File: src/rtl/unit_output_buf_if.sv
// Write/close port from the CPU and FIFO-style halfword read port toward
// the unit's output arbiter.
interface unit_output_buf_if #(
  parameter int UOB_ADDR_MSB = 3,
  parameter int OUT_WIDTH    = 16
);
  logic [2*OUT_WIDTH-1:0] din;
  logic                   wr_en;
  logic [UOB_ADDR_MSB:0]  wr_addr;
  logic                   set_input_complete;
  logic                   ready;
  logic                   full;
  logic [OUT_WIDTH-1:0]   dout;
  logic                   empty;
  logic                   rd_en;

  modport master (
    output din, wr_en, wr_addr, set_input_complete, rd_en,
    input  ready, full, dout, empty
  );

  modport slave (
    input  din, wr_en, wr_addr, set_input_complete, rd_en,
    output ready, full, dout, empty
  );
endinterface

File: src/rtl/unit_output_buf.sv
// Packet buffer behind the sha512unit CPU: collects 32-bit result words, then
// drains words 0..max_addr as low/high 16-bit halfwords once the packet closes.
module unit_output_buf #(
  parameter int UOB_ADDR_MSB = 3,
  parameter int OUT_WIDTH    = 16
) (
  input  logic                     CLK,
  input  logic                     RST,
  unit_output_buf_if.slave         bus
);
  localparam int AW      = UOB_ADDR_MSB + 1;
  localparam int N_WORDS = 2 ** AW;
  localparam int WORD_W  = 2 * OUT_WIDTH;

  typedef enum logic [2:0] {S_IDLE, S_FILL, S_READ0, S_LOAD, S_OUT} state_t;

  state_t            state_q, state_d;
  logic [AW-1:0]     max_addr_q, max_addr_d;
  logic [AW-1:0]     word_idx_q, word_idx_d;
  logic              sel_hi_q, sel_hi_d;
  logic [WORD_W-1:0] out_word_q, out_word_d;
  logic              ready_q, ready_d;
  logic              full_q, full_d;
  logic              empty_q, empty_d;
  logic              ram_we;
  logic [WORD_W-1:0] rdata_q;
  logic [WORD_W-1:0] ram_q [N_WORDS];

  always_comb begin
    state_d    = state_q;
    max_addr_d = max_addr_q;
    word_idx_d = word_idx_q;
    sel_hi_d   = sel_hi_q;
    out_word_d = out_word_q;
    ram_we     = 1'b0;
    case (state_q)
      S_IDLE: begin
        word_idx_d = '0;
        // A close without any write is a zero-length packet: nothing to drain.
        if (bus.wr_en) begin
          ram_we     = 1'b1;
          max_addr_d = bus.wr_addr;
          state_d    = bus.set_input_complete ? S_READ0 : S_FILL;
        end
      end
      S_FILL: begin
        if (bus.wr_en) begin
          ram_we = 1'b1;
          if (bus.wr_addr > max_addr_q) max_addr_d = bus.wr_addr;
        end
        if (bus.set_input_complete) state_d = S_READ0;
      end
      S_READ0: begin
        word_idx_d = '0;
        state_d    = S_LOAD;
      end
      S_LOAD: begin
        out_word_d = rdata_q;
        sel_hi_d   = 1'b0;
        state_d    = S_OUT;
      end
      S_OUT: begin
        if (bus.rd_en) begin
          if (!sel_hi_q) begin
            sel_hi_d = 1'b1;
          end else if (word_idx_q < max_addr_q) begin
            word_idx_d = word_idx_q + AW'(1);
            state_d    = S_LOAD;
          end else begin
            state_d = S_IDLE;
          end
        end
      end
      default: state_d = S_IDLE;
    endcase
  end

  // Flags are registered copies of the next state so they line up with it.
  assign ready_d = (state_d == S_IDLE);
  assign full_d  = (state_d == S_READ0) || (state_d == S_LOAD) || (state_d == S_OUT);
  assign empty_d = (state_d != S_OUT);

  always_ff @(posedge CLK) begin
    if (RST) begin
      state_q    <= S_IDLE;
      max_addr_q <= '0;
      word_idx_q <= '0;
      sel_hi_q   <= 1'b0;
      out_word_q <= '0;
      ready_q    <= 1'b1;
      full_q     <= 1'b0;
      empty_q    <= 1'b1;
    end else begin
      state_q    <= state_d;
      max_addr_q <= max_addr_d;
      word_idx_q <= word_idx_d;
      sel_hi_q   <= sel_hi_d;
      out_word_q <= out_word_d;
      ready_q    <= ready_d;
      full_q     <= full_d;
      empty_q    <= empty_d;
    end
  end

  // Read address follows the next word index, giving the one-cycle BRAM latency.
  always_ff @(posedge CLK) begin
    if (ram_we && !RST) ram_q[bus.wr_addr] <= bus.din;
    rdata_q <= ram_q[word_idx_d];
  end

  assign bus.ready = ready_q;
  assign bus.full  = full_q;
  assign bus.empty = empty_q;
  assign bus.dout  = sel_hi_q ? out_word_q[WORD_W-1:OUT_WIDTH] : out_word_q[OUT_WIDTH-1:0];
endmodule

File: src/flat_wrapper.sv
// flat-port wrapper written by rule: the top's interface ports become plain ports
module unit_output_buf_flat 
#(
  parameter int UOB_ADDR_MSB = 3,
  parameter int OUT_WIDTH    = 16
)
  (CLK, RST, bus_din, bus_wr_en, bus_wr_addr, bus_set_input_complete, bus_rd_en, bus_ready, bus_full, bus_dout, bus_empty);
  unit_output_buf_if #(.UOB_ADDR_MSB(UOB_ADDR_MSB), .OUT_WIDTH(OUT_WIDTH)) bus_i ();
  input  logic CLK;
  input  logic RST;
  input wire logic [$bits(bus_i.din)-1:0] bus_din;
  input wire logic [$bits(bus_i.wr_en)-1:0] bus_wr_en;
  input wire logic [$bits(bus_i.wr_addr)-1:0] bus_wr_addr;
  input wire logic [$bits(bus_i.set_input_complete)-1:0] bus_set_input_complete;
  input wire logic [$bits(bus_i.rd_en)-1:0] bus_rd_en;
  output wire logic [$bits(bus_i.ready)-1:0] bus_ready;
  output wire logic [$bits(bus_i.full)-1:0] bus_full;
  output wire logic [$bits(bus_i.dout)-1:0] bus_dout;
  output wire logic [$bits(bus_i.empty)-1:0] bus_empty;
  assign bus_i.din = bus_din;
  assign bus_i.wr_en = bus_wr_en;
  assign bus_i.wr_addr = bus_wr_addr;
  assign bus_i.set_input_complete = bus_set_input_complete;
  assign bus_i.rd_en = bus_rd_en;
  assign bus_ready = bus_i.ready;
  assign bus_full = bus_i.full;
  assign bus_dout = bus_i.dout;
  assign bus_empty = bus_i.empty;
  unit_output_buf #(.UOB_ADDR_MSB(UOB_ADDR_MSB), .OUT_WIDTH(OUT_WIDTH)) u_core (.CLK(CLK), .RST(RST), .bus(bus_i));
endmodule
File: config.mk
export PLATFORM = sky130hd
export DESIGN_NAME = unit_output_buf_flat
export DESIGN_NICKNAME = d
export VERILOG_FILES = /design/src/rtl/unit_output_buf_if.sv /design/src/rtl/unit_output_buf.sv /design/src/flat_wrapper.sv
export SDC_FILE = /design/constraint.sdc
export NUM_CORES = 1
export LEC_CHECK = 0
export ABC_CLOCK_PERIOD_IN_PS = 9600
export CAP_MARGIN = 20
export CORE_MARGIN = 4
export CORE_UTILIZATION = 30
export CTS_BUF_LIST = sky130_fd_sc_hd__clkbuf_2
export CTS_CLUSTER_DIAMETER = 150
export CTS_CLUSTER_SIZE = 12
export DETAILED_ROUTE_END_ITERATION = 12
export MAX_ROUTING_LAYER = met4
export REMOVE_ABC_BUFFERS = 1
export SLEW_MARGIN = 20
export SYNTH_ARGS = -nofsm -noshare
export SYNTH_HDL_FRONTEND = slang
export SYNTH_SLANG_ARGS = --single-unit
File: constraint.sdc
create_clock -name CLK -period 9.6 [get_ports CLK]
set_clock_uncertainty 0.05 [all_clocks]
set_input_delay 1.92 -clock CLK [delete_from_list [all_inputs] [get_ports CLK]]
set_output_delay 1.92 -clock CLK [all_outputs]
set_load 0.005 [all_outputs]
# ---- After elaboration in Yosys (flattened, before gate mapping)
# Memory sizes are Yosys's and may differ from the RTL's. A register that Yosys moved wholly into a read port is not among the register bits.
# Cells that the tools add are included.
# Widths: inputs -> output; s select.
dict set report totals {
  reg_bits 47
  ram_bits 512
  inputBits 41
  output_inout_bits 19
  elab_cells 58
  memories 1
}
# memory depth width rd rd_ports_with_merged_regs wr line
set memory_table {}
lappend memory_table {u_core.ram_q 16 32 1 1 1 unit_output_buf.sv:27} ;# logic [WORD_W-1:0] ram_q [N_WORDS];
dict set report classes {
  add_sub_neg 1
  n_lt_le_gt_ge 2
  eq_ne 12
  n_mux 22
  n_reduce_logical 12
}
# cell n
set ops {}
lappend ops {{$mux 4} 6}
lappend ops {{$mux 16} 1}
lappend ops {{$pmux 4 s2} 2}
lappend ops {{$pmux 3 s5} 1}
lappend ops {{$eq 3x2->1 const B} 4}
lappend ops {{$mux 3} 4}
lappend ops {{$eq 3x3->1 const B} 2}
lappend ops {{$logic_not 3->1} 2}
lappend ops {{$ne 2x2->1 const B} 3}
lappend ops {{$mux 1} 5}
lappend ops {{$add 4x1->4 const B} 1}
lappend ops {{$gt 4x4->1} 1}
lappend ops {{$lt 4x4->1} 1}
lappend ops {{$mux 2} 2}
lappend ops {{$reduce_and 4->1} 1}
lappend ops {{$reduce_bool 2->1} 2}
lappend ops {{$reduce_or 2->1} 2}
lappend ops {{$eq 3x1->1 const B} 1}
lappend ops {{$ne 3x3->1 const B} 1}
lappend ops {{$logic_or 1x1->1} 2}
lappend ops {{$ne 2x1->1 const B} 1}
lappend ops {{$pmux 1 s2} 1}
lappend ops {{$reduce_and 2->1} 1}
lappend ops {{$logic_and 1x1->1} 1}
lappend ops {{$logic_not 1->1} 1}

# ---- Depth between registers and ports, before layout
dict set report depth {
  ltp_word 8
  mapped_depth 13
  ltp_nobuf 10
}

# ---- Worst setup path before layout
# No wires, ideal clock.
dict set report synth_path {
  path_type {in2reg}
  start {input RST}
  end {memory u_core.ram_q[0][0] (netlist name), enable pin}
  setup_ps 461
  arrival_time_ps 4951
  required_time_ps 9089
  setup_slack_ps 4137
  cell_stages 4
  path_buffers 1
  cell_sequence {clkbuf_1 > or2_2 > or3_1 > nor3_1}
}
dict set report synth_between {
  elab_chain_cells 4
}
# element line
set synth_lines {}
lappend synth_lines {{start: declaration} flat_wrapper.sv:10} ;# input logic RST;
lappend synth_lines {{$logic_not 1->1} unit_output_buf.sv:107} ;# if (ram_we && !RST) ram_q[bus.wr_addr] <= bus.din;
lappend synth_lines {{$logic_and 1x1->1} unit_output_buf.sv:107}
lappend synth_lines {{$mux 1} unit_output_buf.sv:107}
lappend synth_lines {{$mux 1 (implied by the code)} unit_output_buf.sv:107}
lappend synth_lines {{end: declaration} unit_output_buf.sv:27}
# No other way between the ends.

# ---- Final worst setup path
dict set report layout_path {
  start {register u_core.sel_hi_q}
  end {output bus_dout[15]}
}
dict set report layout_between {
  elab_chain_cells 1
}
# element line
set layout_lines {}
lappend layout_lines {{start: declaration} unit_output_buf.sv:20} ;# logic sel_hi_q, sel_hi_d;
lappend layout_lines {{start signal: assignment} unit_output_buf.sv:97} ;# sel_hi_q <= sel_hi_d;
lappend layout_lines {{$mux 16} unit_output_buf.sv:114} ;# assign bus.dout = sel_hi_q ? out_word_q[WORD_W-1:OUT_WIDTH] : out_word_q[OUT_WIDTH-1:0];
lappend layout_lines {{end: declaration} flat_wrapper.sv:18} ;# output wire logic [$bits(bus_i.dout)-1:0] bus_dout;
# No other way between the ends.

==> impl_results.md <==
- Fmax: 196 MHz
- Synth Instances: between 1500 and 2000
- CP Launch Point: u_core.sel_hi_q
- Via density: 4.94
- Flops & latches, synth: roughly 590
- Die Ht: about 280 um
- Distinct cell type count after synthesis: 36
- Vias in the first global route: about 13000
- First-pass GRT wire length: 83.7 mm
- Hold WC Path Type: reg -> reg
- VDD IR max: approximately 73 uV
- Worst Tran Pin Value: 1150 ps
- Max clock buf depth: 3
- Std-Cell Core Area: 0.0758 sq mm
- Number of gates resized after cts: 0
- Routed WL: 56.1 mm
- CTS sink cnt: 591
- Reg-to-reg slack, setup: 5060 ps
- Vias post-DR: 13400
- CP Capture Point: bus_dout[15]
- Status: completed
- CP cell instances: mux2_2 -> clkdlybuf4s50_1
- Critical path peak fanout: 19
- Leak pwr: 0.00858 uW
- Setup Buffers After CTS: 0
- Commonest non-fill, non-tap cell in the layout: edfxtp_1
- Max Cap Viol: 0
- Number of remaining DRC errors: 0
- R2R Path End: u_core.rdata_q[13]
- WS Path Type: reg -> out
- Fin crit share: between 50% and 60%
- Cells on worst reg2reg path: 8
- Synth warn: 0
- Power density over the cells: 159 mW/mm^2
- H-Tree Depth: 2
- Launch point of the worst reg-to-reg path: u_core.sel_hi_q
- Setup_tns: 0 ps
- Initial core utilization: 30.2%
- CTS tree: built
- Data required time at the worst endpoint: 7630 ps
- Fin Hold WS: roughly 350 ps
- Syn-to-layout area delta: 10.4%
- CTS Hold Bufs: 0
- CP endpoint kind: primary output
- Dpl hpwl: 28.0 mm
- RSZ-0062 raised after global routing: no
- Crit path max-delay cell type: dfxtp_1
- Total CTS buffers: 55
- Worst EP arrival: 3120 ps
- Port bufs: 59
- Clk pin slew, worst setup/hold paths: 220 ps
- Min Tclk post-route: around 5000 ps
- Die ar.: between 0.08 and 0.09 sq mm
- GRT overflow: 0
- Die width: 284 um
- Synthesized area: 0.0229 sq mm
- Worst rel slew slack: 22.7%
- NumNets Final: about 1700
- Share of cells above drive strength 1: 12.2%
- WL per Instance: roughly 21 um
- Final Hold Fails: 0
- Largest net degree at the start of global routing: 119
- Root Driver: clkbuf_2
- # setup viols final: 0
- Site row count: 101
- Initial antenna violation count: 2
- Most frequent cells in the layout: edfxtp_1, nand2_1, and3_1
- Final Max Tran Viols: 0
- Routability cong.: 0.770
- Register area share after synthesis: 74.1%
- Worst-Skew Late Latency: 1140 ps
- Pre-antenna DRT Iters: 7
- Nature of the critical path startpoint: register
- Num ports: 60
- Syn avg cell area: 13.8 sq um
- Drt initial violations: ~1200
- Setup WS pre-CTS: 3880 ps
- Detail Route Antenna Nets: 0
- Final WS setup: between 4000 and 5000 ps
- Worst path max stage delay: 1100 ps
- Total GRT Usage: 13.9%
-- worst min-delay path by stage --
stage	startpoint	end	depth (start not counted)
floorplan	u_core.rdata_q[0]	u_core.out_word_q[0]	2
global placement	u_core.rdata_q[11]	u_core.out_word_q[11]	2
detailed placement	u_core.rdata_q[11]	u_core.out_word_q[11]	2
CTS	u_core.rdata_q[18]	u_core.out_word_q[18]	2
global route	u_core.rdata_q[18]	u_core.out_word_q[18]	2
finish	u_core.rdata_q[18]	u_core.out_word_q[18]	2
-- layout make-up --
| type | count | area, sq um |
|---|---|---|
| fillers | 7394 | 50600 |
| flip-flops and latches | 591 | 17000 |
| clock buffers | 100 | 500 |
| well taps | 978 | 1220 |
| clock inverters | 3 | 50.0 |
| inverters | 9 | 33.8 |
| diodes | 2 | 5.00 |
| multi-input cells | 951 | 5630 |
| repair buffers | 88 | 861 |
-- logic make-up (layout without fill, tap and decap cells) --
logic type | Yosys count | count (layout) | synth area share, %
other | 0 | 2 | 0
AO/OA/AOI/OAI | 187 | 187 | 5.84
adder cells (fa/ha/maj) | 8 | 8 | 0.438
AND/OR/NAND/NOR | 640 | 640 | 12.2
multiplexers | 116 | 116 | 5.34
flip-flops | 591 | 591 | 74.1
buffers and inverters | 112 | 200 | 2.04
-- power by group --
part	internal [uW]	switching [uW]
registers	2810	10.9
logic	37.8	73.3
clock network	296	790
-- metrics by stage --
stage	total power (uW)	std cells	instance area (sq um)	util, %
2_1_floorplan	2910	1551	22400	-
3_3_place_gp	2980	2615	24700	32.5
3_5_place_dp	2990	2617	24700	32.6
4_1_cts	4060	2720	25300	33.3
5_1_grt	4180	2722	25300	33.3
6_report	4020	2722	25300	33.3
-- critical path, delay by kind of cell (launching register included) --
kind | cells | cell delay, ps
buf+inv | 1 | 480
flops | 1 | 1100
mux | 1 | 480
-- registers in the layout (all words and copies together), names as in the netlist --
register and cells:
u_core.ram_q 512, u_core.sel_hi_q 1, u_core.out_word_q 32, u_core.state_q 3
u_core.word_idx_q 4, u_core.rdata_q 32, u_core.bus.ready 1, u_core.max_addr_q 4
u_core.bus.empty 1, u_core.bus.full 1
-- per-layer routing --
layer | global-route usage, % | wire [um] | up-vias
met5 | - | 0 | -
met4 | 3.61 | 1170 | 0
met3 | 2.34 | 3480 | 85
met2 | 21.1 | 25400 | 399
met1 | 19.6 | 26000 | 6761
li1 | - | - | 6190
-- synth_stat cells (all sizes together) --
| cell type | n | area share [%] |
|---|---|---|
| a211o | 1 | 0.038 |
| a211oi | 1 | 0.033 |
| a21oi | 44 | 0.96 |
| a221o | 31 | 1.4 |
| a22oi | 3 | 0.098 |
| a31oi | 63 | 1.7 |
| a32o | 1 | 0.044 |
| a41o | 1 | 0.044 |
| and2 | 1 | 0.038 |
| and3 | 128 | 3.5 |
| buf | 23 | 0.58 |
| clkbuf | 80 | 1.3 |
| dfxtp | 79 | 6.9 |
| edfxtp | 512 | 67 |
| ha | 8 | 0.44 |
| inv | 9 | 0.15 |
| mux2 | 49 | 2.4 |
| mux2i | 67 | 2.9 |
| nand2 | 453 | 7.4 |
| nand2b | 5 | 0.14 |
| nand3 | 10 | 0.22 |
| nand4 | 1 | 0.027 |
| nor2 | 25 | 0.41 |
| nor2b | 3 | 0.082 |
| nor3 | 6 | 0.13 |
| nor3b | 1 | 0.055 |
| o2111a | 1 | 0.049 |
| o2111ai | 1 | 0.066 |
| o211ai | 4 | 0.13 |
| o21ai | 5 | 0.11 |
| o32ai | 31 | 1.2 |
| or2 | 3 | 0.082 |
| or3 | 3 | 0.082 |
| or4 | 1 | 0.033 |
Note: power is estimated with default switching activity, not from simulation.
